File: src/rtl/axi_stream_insert_header.sv
// axi_stream_insert_header
//   Prepends a 1..N byte header (N = DATA_BYTE_WD) to an AXI-Stream packet
//   and repacks header + payload MSB-first into full output beats.
//
// Ports
//   clk, rst_n        clock, asynchronous active-low reset
//   valid_in/ready_in payload beat handshake; data_in/keep_in/last_in MSB-first
//   valid_out/...     registered output beat; ready_out from downstream
//   valid_insert/...  header handshake; data_insert holds the header in its
//                     low H bytes, H = byte_insert_cnt + 1; keep_insert unused
module axi_stream_insert_header #(
  parameter int DATA_WD      = 32,
  parameter int DATA_BYTE_WD = DATA_WD / 8,
  parameter int BYTE_CNT_WD  = $clog2(DATA_BYTE_WD)
) (
  input  logic                    clk,
  input  logic                    rst_n,
  input  logic                    valid_in,
  input  logic [DATA_WD-1:0]      data_in,
  input  logic [DATA_BYTE_WD-1:0] keep_in,
  input  logic                    last_in,
  output logic                    ready_in,
  output logic                    valid_out,
  output logic [DATA_WD-1:0]      data_out,
  output logic [DATA_BYTE_WD-1:0] keep_out,
  output logic                    last_out,
  input  logic                    ready_out,
  input  logic                    valid_insert,
  input  logic [DATA_WD-1:0]      data_insert,
  input  logic [DATA_BYTE_WD-1:0] keep_insert,
  input  logic [BYTE_CNT_WD-1:0]  byte_insert_cnt,
  output logic                    ready_insert
);

  localparam int N  = DATA_BYTE_WD;
  localparam int CW = $clog2(N + 1);  // holds a byte count 0..N

  typedef enum logic [1:0] {IDLE, DATA, FLUSH} state_e;

  // n ones, left-aligned (MSB-first byte enables)
  function automatic logic [N-1:0] lmask(input int n);
    logic [N-1:0] m;
    m = '0;
    for (int i = 0; i < N; i++) m[N-1-i] = (i < n);
    return m;
  endfunction

  // n ones, right-aligned (selects the low n bytes)
  function automatic logic [N-1:0] rmask(input int n);
    logic [N-1:0] m;
    m = '0;
    for (int i = 0; i < N; i++) m[i] = (i < n);
    return m;
  endfunction

  // byte enables -> bit mask
  function automatic logic [DATA_WD-1:0] bexp(input logic [N-1:0] k);
    logic [DATA_WD-1:0] m;
    m = '0;
    for (int i = 0; i < N; i++) m[i*8 +: 8] = {8{k[i]}};
    return m;
  endfunction

  state_e               state_q, state_d;
  logic [CW-1:0]        hlen_q, hlen_d;   // header length H, fixed per packet
  logic [CW-1:0]        rcnt_q, rcnt_d;   // valid residual bytes for the flush beat
  logic [DATA_WD-1:0]   res_q, res_d;     // residual R, right-aligned in H bytes
  logic [DATA_WD-1:0]   dout_q, dout_d;
  logic [N-1:0]         keep_q, keep_d;
  logic                 last_q, last_d;
  logic                 vout_q, vout_d;

  logic                 free;
  logic                 hdr_fire, beat_fire;
  logic [CW-1:0]        hlen_in, dcnt;
  logic [CW:0]          sum;
  logic [DATA_WD-1:0]   din_m, cat_top, flush_data;
  logic                 unused_keep_insert;

  assign unused_keep_insert = ^keep_insert;

  // Output register can take a new beat when empty or draining this cycle.
  assign free         = !vout_q || ready_out;
  assign ready_in     = (state_q == DATA) && free;
  assign ready_insert = (state_q == IDLE);
  assign hdr_fire     = valid_insert && ready_insert;
  assign beat_fire    = valid_in && ready_in;

  assign hlen_in = CW'(byte_insert_cnt) + CW'(1);

  always_comb begin
    dcnt = '0;
    for (int i = 0; i < N; i++) dcnt = dcnt + CW'(keep_in[i]);
    if (!last_in) dcnt = CW'(N);
  end

  assign sum = {1'b0, hlen_q} + {1'b0, dcnt};

  // Zero the unused tail of the last beat so stale bytes never reach data_out.
  assign din_m = last_in ? (data_in & bexp(keep_in)) : data_in;

  // Top N bytes of {R(H bytes), data_in}: bytes of R above H are shifted out.
  assign cat_top    = DATA_WD'({res_q, din_m} >> (32'(hlen_q) * 8));
  assign flush_data = res_q << ((N - int'(hlen_q)) * 8);

  always_comb begin
    state_d = state_q;
    hlen_d  = hlen_q;
    rcnt_d  = rcnt_q;
    res_d   = res_q;
    dout_d  = dout_q;
    keep_d  = keep_q;
    last_d  = last_q;
    vout_d  = vout_q && !ready_out;
    case (state_q)
      IDLE: begin
        if (hdr_fire) begin
          hlen_d  = hlen_in;
          res_d   = data_insert & bexp(rmask(int'(hlen_in)));
          state_d = DATA;
        end
      end
      DATA: begin
        if (beat_fire) begin
          vout_d = 1'b1;
          dout_d = cat_top;
          res_d  = din_m & bexp(rmask(int'(hlen_q)));
          if (!last_in) begin
            keep_d = '1;
            last_d = 1'b0;
          end else if (sum <= (CW+1)'(N)) begin
            keep_d  = lmask(int'(sum));
            last_d  = 1'b1;
            res_d   = '0;
            state_d = IDLE;
          end else begin
            // Header plus tail overflow one beat: spill the rest into FLUSH.
            keep_d  = '1;
            last_d  = 1'b0;
            rcnt_d  = CW'(sum - (CW+1)'(N));
            state_d = FLUSH;
          end
        end
      end
      FLUSH: begin
        if (free) begin
          vout_d  = 1'b1;
          dout_d  = flush_data;
          keep_d  = lmask(int'(rcnt_q));
          last_d  = 1'b1;
          res_d   = '0;
          state_d = IDLE;
        end
      end
      default: state_d = IDLE;
    endcase
  end

  always_ff @(posedge clk or negedge rst_n) begin
    if (!rst_n) begin
      state_q <= IDLE;
      hlen_q  <= '0;
      rcnt_q  <= '0;
      res_q   <= '0;
      dout_q  <= '0;
      keep_q  <= '0;
      last_q  <= 1'b0;
      vout_q  <= 1'b0;
    end else begin
      state_q <= state_d;
      hlen_q  <= hlen_d;
      rcnt_q  <= rcnt_d;
      res_q   <= res_d;
      dout_q  <= dout_d;
      keep_q  <= keep_d;
      last_q  <= last_d;
      vout_q  <= vout_d;
    end
  end

  assign valid_out = vout_q;
  assign data_out  = dout_q;
  assign keep_out  = keep_q;
  assign last_out  = last_q;

endmodule

File: config.mk
export PLATFORM = sky130hd
export DESIGN_NAME = axi_stream_insert_header
export DESIGN_NICKNAME = d
export VERILOG_FILES = /design/src/rtl/axi_stream_insert_header.sv
export SDC_FILE = /design/constraint.sdc
export NUM_CORES = 1
export LEC_CHECK = 0
export BUFFER_PORTS_ARGS = -buffer_cell sky130_fd_sc_hd__buf_2
export CORE_MARGIN = 3
export CORE_UTILIZATION = 45
export CTS_BUF_LIST = sky130_fd_sc_hd__clkbuf_8 sky130_fd_sc_hd__clkbuf_16
export CTS_CLUSTER_DIAMETER = 120
export DETAILED_ROUTE_END_ITERATION = 16
export GPL_TIMING_DRIVEN = 0
export PLACE_DENSITY = 0.69
export REMOVE_ABC_BUFFERS = 1
export SLEW_MARGIN = 20
export SYNTH_ARGS = -nofsm -noshare
export SYNTH_HDL_FRONTEND = slang
export SYNTH_SLANG_ARGS = --single-unit
export TNS_END_PERCENT = 10
File: constraint.sdc
create_clock -name clk -period 2.9 [get_ports clk]
set_input_delay 0.435 -clock clk [delete_from_list [all_inputs] [get_ports clk]]
set_output_delay 0.435 -clock clk [all_outputs]
set_load 0.05 [all_outputs]
==> impl_metrics.csv <==
group,metric,value,unit
grt,busiest_layer,"met2",
floorplanning,die_area,0.0145,sq mm
route,drc,0,
critical_path,critical_path.max_stage_delay,570,ps
grt,grt_pass1_wl,33100,microns
cells_and_area,final_common_cell,"buf_2",
critical_path,path_cells,"buf_8, fa_1, ha_4, ha_4, and2_4, fa_1, or2_4, a221oi_4, nand2b_4, a211oi_4, buf_12, a221o_1",
synth,synth_seq_cells,78,
power_and_ir_drop,power_density,1330,mW/mm^2
route,dr.first_iter.drc_count,814,
sta,rsz0062_at_grt,"true",
synth,ys_types,70,
job,maxCapViolations,0,
critical_path,startpoint_type,"primary input",
clock_tree,numClockSinks,78,
critical_path,r2r_cells,7,
grt,grt-ovfl-total,0,
synth,yosysWarnings,0,
cells_and_area,antennaDiodeCount,0,
critical_path,critPathRequiredTime,3140,ps
power_and_ir_drop,p_total,9.41,mW
sta,finalSetupViolCount,41,
critical_path,endpoint,"res_q[9]",
placed_design,pre_cts_slack,-857,ps
synth,async_flop_share,100,%
route,first_pass_iters,7,
critical_path,cpLargestDelayFamily,"adder cells",
critical_path,endpoint_kind,"register",
sta,report.final.hold_viol_count,3,
floorplanning,die_y,120,microns
floorplanning,initial_utilization,46.4,%
outcome,outcome,"complete, but fails checks",
clock_tree,cts.hold.buffers_added,0,
sta,relSlewSlack,21.2,%
route,vias,6058,
floorplanning,rows,41,
sta,min_period_over_period,111,%
route,drt_wl_total,21300,microns
sta,finalClockSkew,9.59,ps
critical_path,cp_num_cells,12,
sta,worst_pin_slew,1180,ps
cells_and_area,layout_common_cells,"buf_2 (112), dfrtp_1 (75), nand2_1 (70), nor2_1 (52), a21oi_1 (43)",
floorplanning,core,0.0127,sq mm
floorplanning,die_x,120,microns
critical_path,crit_start,"keep_in[3]",
clock_tree,cts_buffer_depth,2,
critical_path,rrSetupSlack,-180,ps
cells_and_area,regArea,0.00196,sq mm
synth,syn_area_per_cell,8.94,sq um
grt,grt_usage,29.8,%
critical_path,reg2reg_to,"data_out[30]",
route,ant_nets,0,
grt,grt_max_degree,74,
critical_path,critPathMaxFanout,8,
placed_design,numPortBuffers,115,
placed_design,dpl.hpwl,13900,microns
clock_tree,root_buffer,"clkbuf_16",
synth,synth-seq-area-share,33.2,%
route,viasPerCell,6.51,
synth,synthCells,657,
critical_path,timing.rr.start,"hlen_q[0]",
route,wl_per_cell,22.9,microns
cells_and_area,synthToLayoutAreaGrowth,20.1,%
synth,synth.cell_area,0.00587,sq mm
clock_tree,htreeDepth,3,
clock_tree,clkLatencyLatePin,360,ps
cells_and_area,multiInputGateArea,0.00367,sq mm
clock_tree,cts_made_buffers,9,
placed_design,globalplace.congestion,0.922,
power_and_ir_drop,vdd_drop_max,998,uV
synth,synth_edf_count,0,
sta,slew_viol_final,0,
critical_path,crit_slowest_cell,"fa_1",
grt,grt_pass1_vias,5980,
sta,max_clock_freq,310,MHz
sta,period_needed,3220,ps
cells_and_area,n_fill_cell,1172,
clock_tree,clk_pin_slew,60,ps
hold_path,hp-class,"in -> async",
grt,use_met3,8.37,%
grt,use_met1,39.6,%
power_and_ir_drop,p_leak,3.16,nW
synth,synth_flop_cell,"dfrtp_1",
grt,grt_util_met2,46.0,%
critical_path,worstPathArrival,3460,ps
sta,worst_slack,-321,ps
clock_tree,cts_tree,"built",
critical_path,critPathKind,"in -> reg",
sta,hold_slack,-4.62,ps
cells_and_area,layout-drive-gt1-share,27.4,%
cells_and_area,final_nets,847,
floorplanning,ios,120,
critical_path,path_buf_inv,2,
grt,antenna_found_initial,0,
outcome,violations,"negative hold slack, negative setup slack",
## cell usage after synthesis, types with 4 or more instances
library cell | instances | area [sq um]
dfrtp_1 | 78 | 1950
nand2_1 | 71 | 267
nor2_1 | 52 | 195
a21oi_1 | 44 | 220
a221o_1 | 38 | 380
o21ai_0 | 34 | 170
and3_1 | 31 | 194
inv_1 | 28 | 105
a31oi_1 | 22 | 138
nand2b_1 | 22 | 138
o211ai_1 | 22 | 165
clkbuf_1 | 20 | 75.1
buf_2 | 18 | 90.1
mux2i_1 | 17 | 170
mux2_2 | 15 | 169
ha_1 | 12 | 150
o22a_1 | 9 | 78.8
a222oi_1 | 8 | 80.1
a2bb2oi_1 | 8 | 70.1
nor2b_1 | 8 | 50.1
o221ai_1 | 8 | 70.1
a21o_1 | 7 | 52.6
a221oi_1 | 7 | 61.3
buf_6 | 6 | 67.6
mux4_2 | 6 | 135
and2_1 | 4 | 25.0
## report_power, final
group / switching (mW) / leakage (nW) / internal, mW
sequential: 0.777 / 0.970 / 1.58
combinational: 3.76 / 2.04 / 2.15
clock: 0.483 / 0.151 / 0.655
total: 5.02 / 3.16 / 4.39
## what timing repair did
action / in CTS / in global routing
buffers inserted: 10 / 2
resized for setup: 19 / 9
setup endpoints to repair: 68 / 66
pin swaps: 18 / 10
## through the flow
stage / setup TNS [ps] / std cells / hold WS (ps) / cell area (sq um) / utilization [%]
after floorplan: -72200 / 608 / 139 / 5610 / -
after global placement: -149890 / 895 / 452 / 6400 / 50.5
after detailed placement: -39670 / 902 / 382 / 6550 / 51.7
after CTS: -7580 / 928 / 5.02 / 7010 / 55.4
after global routing: -12640 / 930 / 12.0 / 7060 / 55.7
final: -7560 / 930 / -4.62 / 7060 / 55.7
## final cells by class
cell class / instances / area share [%]
sequential: 78 / 27.8
clock buffer: 9 / 3.19
inverter: 28 / 1.49
clock inverter: 7 / 0.816
timing repair buffer: 134 / 11.7
multi-input combinational: 502 / 52.0
tap: 172 / 3.05
## layer usage
layer / routed length (microns) / part of all wire [%]
met5: 0 / 0
met4: 780 / 3.7
met3: 2140 / 10
met2: 9890 / 46
met1: 8500 / 40
## worst register-to-register path: cells and delay by family, from the launching register on
kind	cells	cell delay (ps)
flip-flops	1	810
buffers and inverters	2	630
adder cells (fa/ha/maj)	1	610
multiplexers	1	550
AO/OA/AOI/OAI	2	220
AND/OR/NAND/NOR	1	140
## worst min-delay path by stage
stage | endpoint | slack (ps)
global placement | keep_out[0] | 450
CTS | res_q[26] | 5
global route | res_q[2] | 10
finish | res_q[26] | -5
detailed placement | res_q[26] | 380
floorplan | data_out[0] | 140
## registers in the layout, summed over array words and instances (netlist names)
register   cells
keep_out       4
last_out       1
res_q         32
hlen_q         3
valid_out      1
data_out      32
state_q        2
rcnt_q         3
## logic make-up (layout without fill, tap and decap cells)
group	count (synthesis)	after routing	share of synthesized area, %
simple gates	210	210	18.5
xor+xnor	2	2	0.298
buf+inv	77	178	6.22
mux	39	39	8.31
fa+ha+maj	14	14	3.24
flops	78	78	33.2
compound gates	237	237	30.2
(Power assumes the default switching activity.)
